<file path="config.mk">
export PLATFORM = sky130hd
export DESIGN_NAME = datamover_cmd_arbiter_flat
export DESIGN_NICKNAME = d
export VERILOG_FILES = /design/src/rtl/datamover_cmd_arbiter_if.sv /design/src/rtl/datamover_cmd_arbiter.sv /design/src/flat_wrapper.sv
export SDC_FILE = /design/constraint.sdc
export NUM_CORES = 1
export LEC_CHECK = 0
export CORE_ASPECT_RATIO = 1.1
export CORE_MARGIN = 3
export CORE_UTILIZATION = 26
export CTS_CLUSTER_DIAMETER = 80
export DETAILED_ROUTE_END_ITERATION = 10
export SYNTH_ARGS = -nofsm -noshare
export SYNTH_HDL_FRONTEND = slang
export SYNTH_SLANG_ARGS = --single-unit
</file>
<file path="constraint.sdc">
create_clock -name clk -period 3.4 [get_ports clk]
set_input_delay 0.34 -clock clk [delete_from_list [all_inputs] [get_ports clk]]
set_output_delay 0.34 -clock clk [all_outputs]
set_load 0.1 [all_outputs]
</file>
<file path="src/rtl/datamover_cmd_arbiter_if.sv">
// Requester, DataMover command and status signals of the command arbiter.
// The arbiter connects through the slave modport; the requester and
// DataMover side drives through the master modport.
interface datamover_cmd_arbiter_if #(
  parameter int NUM_REQ    = 4,
  parameter int ADDR_WIDTH = 32,
  parameter int BTT_WIDTH  = 23
);
  logic [NUM_REQ-1:0]            i_req_valid;
  logic [NUM_REQ*ADDR_WIDTH-1:0] i_req_addr;
  logic [NUM_REQ*BTT_WIDTH-1:0]  i_req_btt;
  logic [NUM_REQ-1:0]            o_req_ready;
  logic [71:0]                   o_cmd_tdata;
  logic                          o_cmd_tvalid;
  logic                          i_cmd_tready;
  logic [7:0]                    i_sts_tdata;
  logic                          i_sts_tvalid;
  logic                          i_sts_tlast;
  logic                          o_sts_tready;
  logic [NUM_REQ-1:0]            o_done;
  logic [NUM_REQ-1:0]            o_done_err;
  logic                          o_sts_unexpected;
  logic [NUM_REQ-1:0]            o_pending;
  logic                          o_busy;

  modport slave (
    input  i_req_valid, i_req_addr, i_req_btt, i_cmd_tready,
           i_sts_tdata, i_sts_tvalid, i_sts_tlast,
    output o_req_ready, o_cmd_tdata, o_cmd_tvalid, o_sts_tready,
           o_done, o_done_err, o_sts_unexpected, o_pending, o_busy
  );

  modport master (
    output i_req_valid, i_req_addr, i_req_btt, i_cmd_tready,
           i_sts_tdata, i_sts_tvalid, i_sts_tlast,
    input  o_req_ready, o_cmd_tdata, o_cmd_tvalid, o_sts_tready,
           o_done, o_done_err, o_sts_unexpected, o_pending, o_busy
  );
endinterface

</file>
<file path="src/rtl/datamover_cmd_arbiter.sv">
// Round-robin arbiter sharing one DataMover command channel between
// NUM_REQ requesters. Each issued command is tagged with its requester
// index and tracked as pending until the matching status beat returns.
module datamover_cmd_arbiter #(
  parameter int NUM_REQ    = 4,
  parameter int ADDR_WIDTH = 32,
  parameter int BTT_WIDTH  = 23
) (
  input  logic                   clk,
  input  logic                   rst,
  datamover_cmd_arbiter_if.slave bus
);

  typedef enum logic {ARB, ISSUE} state_t;

  state_t             state, state_nxt;
  logic [3:0]         ptr, sel, cmd_tag, sts_tag;
  logic [31:0]        cmd_addr;
  logic [22:0]        cmd_btt;
  logic [NUM_REQ-1:0] pending, elig, set_mask, clr_mask, done_q, err_q;
  logic               any_elig, accept, sts_beat, sts_hit, sts_err, unexp_q;
  int                 j;

  assign elig     = bus.i_req_valid & ~pending;
  assign accept   = (state == ISSUE) && bus.i_cmd_tready;
  assign sts_beat = bus.i_sts_tvalid && bus.i_sts_tlast;
  assign sts_tag  = bus.i_sts_tdata[3:0];
  assign sts_err  = (|bus.i_sts_tdata[6:4]) || !bus.i_sts_tdata[7];

  // Per-requester accept and status-match decode; tags >= NUM_REQ match nothing.
  for (genvar k = 0; k < NUM_REQ; k++) begin : g_lane
    assign set_mask[k] = accept && (cmd_tag == 4'(k));
    assign clr_mask[k] = sts_beat && (sts_tag == 4'(k)) && pending[k];
  end

  assign sts_hit = |clr_mask;

  // First eligible requester at or after the pointer, wrapping.
  always_comb begin
    any_elig = 1'b0;
    sel      = '0;
    j        = 0;
    for (int i = 0; i < NUM_REQ; i++) begin
      j = int'(ptr) + i;
      if (j >= NUM_REQ) j = j - NUM_REQ;
      if (!any_elig && elig[j]) begin
        any_elig = 1'b1;
        sel      = 4'(j);
      end
    end
  end

  // State register.
  always_ff @(posedge clk) begin
    if (rst) state <= ARB;
    else     state <= state_nxt;
  end

  // Next state: grant when something is eligible, hold until accepted.
  always_comb begin
    state_nxt = state;
    case (state)
      ARB:     if (any_elig) state_nxt = ISSUE;
      ISSUE:   if (bus.i_cmd_tready) state_nxt = ARB;
      default: state_nxt = ARB;
    endcase
  end

  // Command capture at grant and pointer advance on accept.
  always_ff @(posedge clk) begin
    if (rst) begin
      ptr      <= '0;
      cmd_tag  <= '0;
      cmd_addr <= '0;
      cmd_btt  <= '0;
    end else begin
      if (state == ARB && any_elig) begin
        cmd_tag  <= sel;
        cmd_addr <= 32'(bus.i_req_addr[int'(sel)*ADDR_WIDTH +: ADDR_WIDTH]);
        cmd_btt  <= 23'(bus.i_req_btt[int'(sel)*BTT_WIDTH +: BTT_WIDTH]);
      end
      if (accept)
        ptr <= (int'(cmd_tag) == NUM_REQ - 1) ? 4'd0 : cmd_tag + 4'd1;
    end
  end

  // Pending tracking and registered status reporting; set and clear can coincide.
  always_ff @(posedge clk) begin
    if (rst) begin
      pending <= '0;
      done_q  <= '0;
      err_q   <= '0;
      unexp_q <= 1'b0;
    end else begin
      pending <= (pending | set_mask) & ~clr_mask;
      done_q  <= clr_mask;
      err_q   <= clr_mask & {NUM_REQ{sts_err}};
      unexp_q <= sts_beat && !sts_hit;
    end
  end

  // Command word: tag, address, DRR clear, EOF set, DSA zero, INCR, BTT.
  assign bus.o_cmd_tdata      = {4'h0, cmd_tag, cmd_addr, 1'b0, 1'b1, 6'h00, 1'b1, cmd_btt};
  assign bus.o_cmd_tvalid     = (state == ISSUE);
  assign bus.o_req_ready      = set_mask;
  assign bus.o_sts_tready     = 1'b1;
  assign bus.o_done           = done_q;
  assign bus.o_done_err       = err_q;
  assign bus.o_sts_unexpected = unexp_q;
  assign bus.o_pending        = pending;
  assign bus.o_busy           = (state == ISSUE) || (|pending);

endmodule

</file>
<file path="src/flat_wrapper.sv">
// flat-port wrapper written by rule: the top's interface ports become plain ports
module datamover_cmd_arbiter_flat 
#(
  parameter int NUM_REQ    = 4,
  parameter int ADDR_WIDTH = 32,
  parameter int BTT_WIDTH  = 23
)
  (clk, rst, bus_i_req_valid, bus_i_req_addr, bus_i_req_btt, bus_i_cmd_tready, bus_i_sts_tdata, bus_i_sts_tvalid, bus_i_sts_tlast, bus_o_req_ready, bus_o_cmd_tdata, bus_o_cmd_tvalid, bus_o_sts_tready, bus_o_done, bus_o_done_err, bus_o_sts_unexpected, bus_o_pending, bus_o_busy);
  datamover_cmd_arbiter_if #(.NUM_REQ(NUM_REQ), .ADDR_WIDTH(ADDR_WIDTH), .BTT_WIDTH(BTT_WIDTH)) bus_i ();
  input  logic clk;
  input  logic rst;
  input wire logic [$bits(bus_i.i_req_valid)-1:0] bus_i_req_valid;
  input wire logic [$bits(bus_i.i_req_addr)-1:0] bus_i_req_addr;
  input wire logic [$bits(bus_i.i_req_btt)-1:0] bus_i_req_btt;
  input wire logic [$bits(bus_i.i_cmd_tready)-1:0] bus_i_cmd_tready;
  input wire logic [$bits(bus_i.i_sts_tdata)-1:0] bus_i_sts_tdata;
  input wire logic [$bits(bus_i.i_sts_tvalid)-1:0] bus_i_sts_tvalid;
  input wire logic [$bits(bus_i.i_sts_tlast)-1:0] bus_i_sts_tlast;
  output wire logic [$bits(bus_i.o_req_ready)-1:0] bus_o_req_ready;
  output wire logic [$bits(bus_i.o_cmd_tdata)-1:0] bus_o_cmd_tdata;
  output wire logic [$bits(bus_i.o_cmd_tvalid)-1:0] bus_o_cmd_tvalid;
  output wire logic [$bits(bus_i.o_sts_tready)-1:0] bus_o_sts_tready;
  output wire logic [$bits(bus_i.o_done)-1:0] bus_o_done;
  output wire logic [$bits(bus_i.o_done_err)-1:0] bus_o_done_err;
  output wire logic [$bits(bus_i.o_sts_unexpected)-1:0] bus_o_sts_unexpected;
  output wire logic [$bits(bus_i.o_pending)-1:0] bus_o_pending;
  output wire logic [$bits(bus_i.o_busy)-1:0] bus_o_busy;
  assign bus_i.i_req_valid = bus_i_req_valid;
  assign bus_i.i_req_addr = bus_i_req_addr;
  assign bus_i.i_req_btt = bus_i_req_btt;
  assign bus_i.i_cmd_tready = bus_i_cmd_tready;
  assign bus_i.i_sts_tdata = bus_i_sts_tdata;
  assign bus_i.i_sts_tvalid = bus_i_sts_tvalid;
  assign bus_i.i_sts_tlast = bus_i_sts_tlast;
  assign bus_o_req_ready = bus_i.o_req_ready;
  assign bus_o_cmd_tdata = bus_i.o_cmd_tdata;
  assign bus_o_cmd_tvalid = bus_i.o_cmd_tvalid;
  assign bus_o_sts_tready = bus_i.o_sts_tready;
  assign bus_o_done = bus_i.o_done;
  assign bus_o_done_err = bus_i.o_done_err;
  assign bus_o_sts_unexpected = bus_i.o_sts_unexpected;
  assign bus_o_pending = bus_i.o_pending;
  assign bus_o_busy = bus_i.o_busy;
  datamover_cmd_arbiter #(.NUM_REQ(NUM_REQ), .ADDR_WIDTH(ADDR_WIDTH), .BTT_WIDTH(BTT_WIDTH)) u_core (.clk(clk), .rst(rst), .bus(bus_i));
endmodule
</file>
==> results_dict.tcl <==
set metrics [dict create \
    syn_inst 728 \
    core_region_area_sq_um 22250 \
    finalPower_mw 4.776 \
    cellPowerDensity_nw_per_um2 499.9 \
    start_util_pct 26.64 \
    finalWeightedCongestion 0.8634 \
    cts.clk_slew.worst_paths_ps 60 \
    r2r_start "u_core.ptr[1]" \
    setup_viol 0 \
    die_w_um 150.0 \
    yosysTopAreaCellShare_pct 28.12 \
    status "completed" \
    tritoncts "yes" \
    tightest_slew_ps 1026 \
    ir_drop_mv 0.2317 \
    endpoint_kind "flop" \
    hold_buffers 0 \
    grt_pass1_vias 6594 \
    cts_root_buf "clkbuf_16" \
    drtPass1Iterations 5 \
    cts-buffers-inserted 9 \
    numPortBuffers 314 \
    required_ps 3690 \
    instances_no_fill 1296 \
    drive_gt1_share_pct 7.193 \
    fmax_mhz 315.0 \
    clock_path_buffers 2 \
    yosys-top-cells-count "222 x o211ai_1, 119 x inv_1, 77 x dfxtp_1" \
    worstSetupStartpoint "u_core.ptr[1]" \
    drc 0 \
    synth_cell_types 57 \
    synth_edf_count 0 \
    yosysTopAreaCell "o211ai_1" \
    h-tree-depth 3 \
    io_pins 329 \
    period_needed_ps 3175 \
    syn2layout_area_growth_pct 61.20 \
    rows 57 \
    die-area_sq_um 24650 \
    min_path_type "flop to flop" \
    busiest_layer "met2" \
    synthTopCellsByArea "o211ai_1 28%, dfxtp_1 26%, a32o_1 7.8%" \
    yosys_register_bits 77 \
    via_per_inst 5.166 \
    r2r-end "u_core.cmd_addr[4]" \
    synth.most_common_cell "o211ai_1" \
    synth_area_per_cell_sq_um 8.141 \
    cts_resized 0 \
    arrival_ps 3460 \
    synthFlopType "dfxtp_1" \
    grt_use_met1_pct 23.75 \
    overflow 0 \
    grt_use_met2_pct 33.01 \
    fin_crit_sh_pct 93.38 \
    wire_per_inst_um 19.00 \
    ys_warn_count 0 \
    async_flop_share_pct 0 \
    r2r_slack_ps 230 \
    max_cap_viol_count 0 \
    die_h_um 164.4 \
    crit_type "flop to flop" \
    grt_max_degree 111 \
    timing_hold_violations_final 0 \
    num_vias 6695 \
    crit_fanout 55 \
    met3_usage_pct 4.029 \
    antenna_found_initial 0 \
    postRouteAntennaNets 0 \
    rsz0062_at_grt "false" \
    r2r_cells 13 \
    yosysSeqAreaShare_pct 26.01 \
    setup_tns_ps 0 \
    synth_area_sq_um 5927 \
    clkLatencyLatePin_ps 340 \
    critPathLaunchType "flop" \
    cts.sinks 77 \
    skew_ps 6.614 \
    grtUsageTotal_pct 19.08 \
    diodes 0 \
    finalNetCount 1249 \
    crit_path_end "u_core.cmd_addr[4]" \
    post_cts_buffers 0 \
    hpwl_um 17350 \
    drt_iter0_drc 396 \
    maxSlewHeadroom_pct 31.42 \
    p_leak_nw 3.661 \
    report.final.slew_viol_count 0 \
    grt_pass1_wl_um 37120 \
    wl_um 24620 \
    dp_cells 1280 \
]
how the worst min path moves through the flow:
stage / from / end / slack, ps / cells after the start
finish: u_core.cmd_addr[27] / u_core.cmd_addr[27] / 460 / 1
global route: u_core.cmd_addr[21] / u_core.cmd_addr[21] / 490 / 1
CTS: u_core.cmd_addr[27] / u_core.cmd_addr[27] / 470 / 1
detailed placement: u_core.cmd_addr[27] / u_core.cmd_addr[27] / 450 / 1
global placement: u_core.cmd_btt[13] / u_core.cmd_btt[13] / 450 / 1
floorplan: bus_i_sts_tlast / u_core.bus.o_sts_unexpected / 500 / 2
report_power, final:
part	internal (mW)	switching, mW
clock network	0.618	0.427
logic	0.882	1.74
registers	1.03	0.0827
total	2.53	2.25
kinds of logic after synthesis:
kind of cell,count (synthesis),synth area share (%)
AOI/OAI and AO/OA,306,41.12
xor gates and xnor gates,9,1.330
adders and majority gates,16,3.378
buffers and inverters,209,16.74
DFF,77,26.01
muxes,8,1.583
other,2,0.1267
and+or+nand+nor,101,9.711
placed cells by master (no fill, tap or decap), types with 3 or more instances in the layout:
cell type        count
buf_12               8
nand3b_1             3
clkdlybuf4s50_1    309
a21oi_1             10
conb_1              14
nand2b_4             4
nand2b_1             6
buf_4               16
nand3_1              9
nor3_1               7
or4_1                3
nor2_1              33
clkbuf_16           11
ha_1                16
o21ai_0              3
a32o_1              46
and3_1               5
dfxtp_1             76
o211ai_1           222
inv_1              119
mux2i_1              6
nand2_1             11
xor2_1               7
a32o_2               9
layout make-up:
type | count | area (sq um)
inverter | 120 | 450.4
fill | 2276 | 12700
sequential | 77 | 1545
clock buffer | 10 | 250.2
clock inverter | 6 | 66.31
multi-input combinational | 454 | 3475
timing repair buffer | 334 | 3398
tap | 295 | 369.1
per-stage QoR:
step                      utilization (%)  setup slack [ps]  hold slack, ps  instance area [sq um]
after floorplan                         -             294.4           501.9                   5972
after global placement              41.49             221.6           446.1                   9233
after detailed placement            41.49             113.0           452.7                   9233
after CTS                           42.92             99.22           466.7                   9549
after global routing                42.94            0.9905           488.0                   9554
final                               42.94             225.2           461.7                   9554
flip-flops by register name, summed over array words and instances (netlist names):
signal and cells:
u_core.bus.o_cmd_tvalid 1, u_core.cmd_btt 23, u_core.bus.o_pending 4, u_core.bus.o_sts_unexpected 1, u_core.cmd_addr 32, u_core.bus.o_done 4, u_core.cmd_tag 4, u_core.ptr 4
u_core.bus.o_done_err 4
worst max-delay path, cell delays in order, from the launching register on:
cell       delay, ps
dfxtp_1          420
inv_1            150
ha_1             220
a21oi_1          160
xor2_1           270
ha_1             190
a21boi_1         290
xnor2_1          160
nor2_1            50
a21oi_1          130
o211ai_1         160
nor4_4           310
clkbuf_16        350
a32o_1           210
per-layer routing:
layer / up-vias / part of all wire [%]
li1: 3259 / -
met1: 3154 / 42
met3: 29 / 6.5
met2: 253 / 50
met5: - / 0
met4: 0 / 1.9
Power figures use the tool's default switching activity.
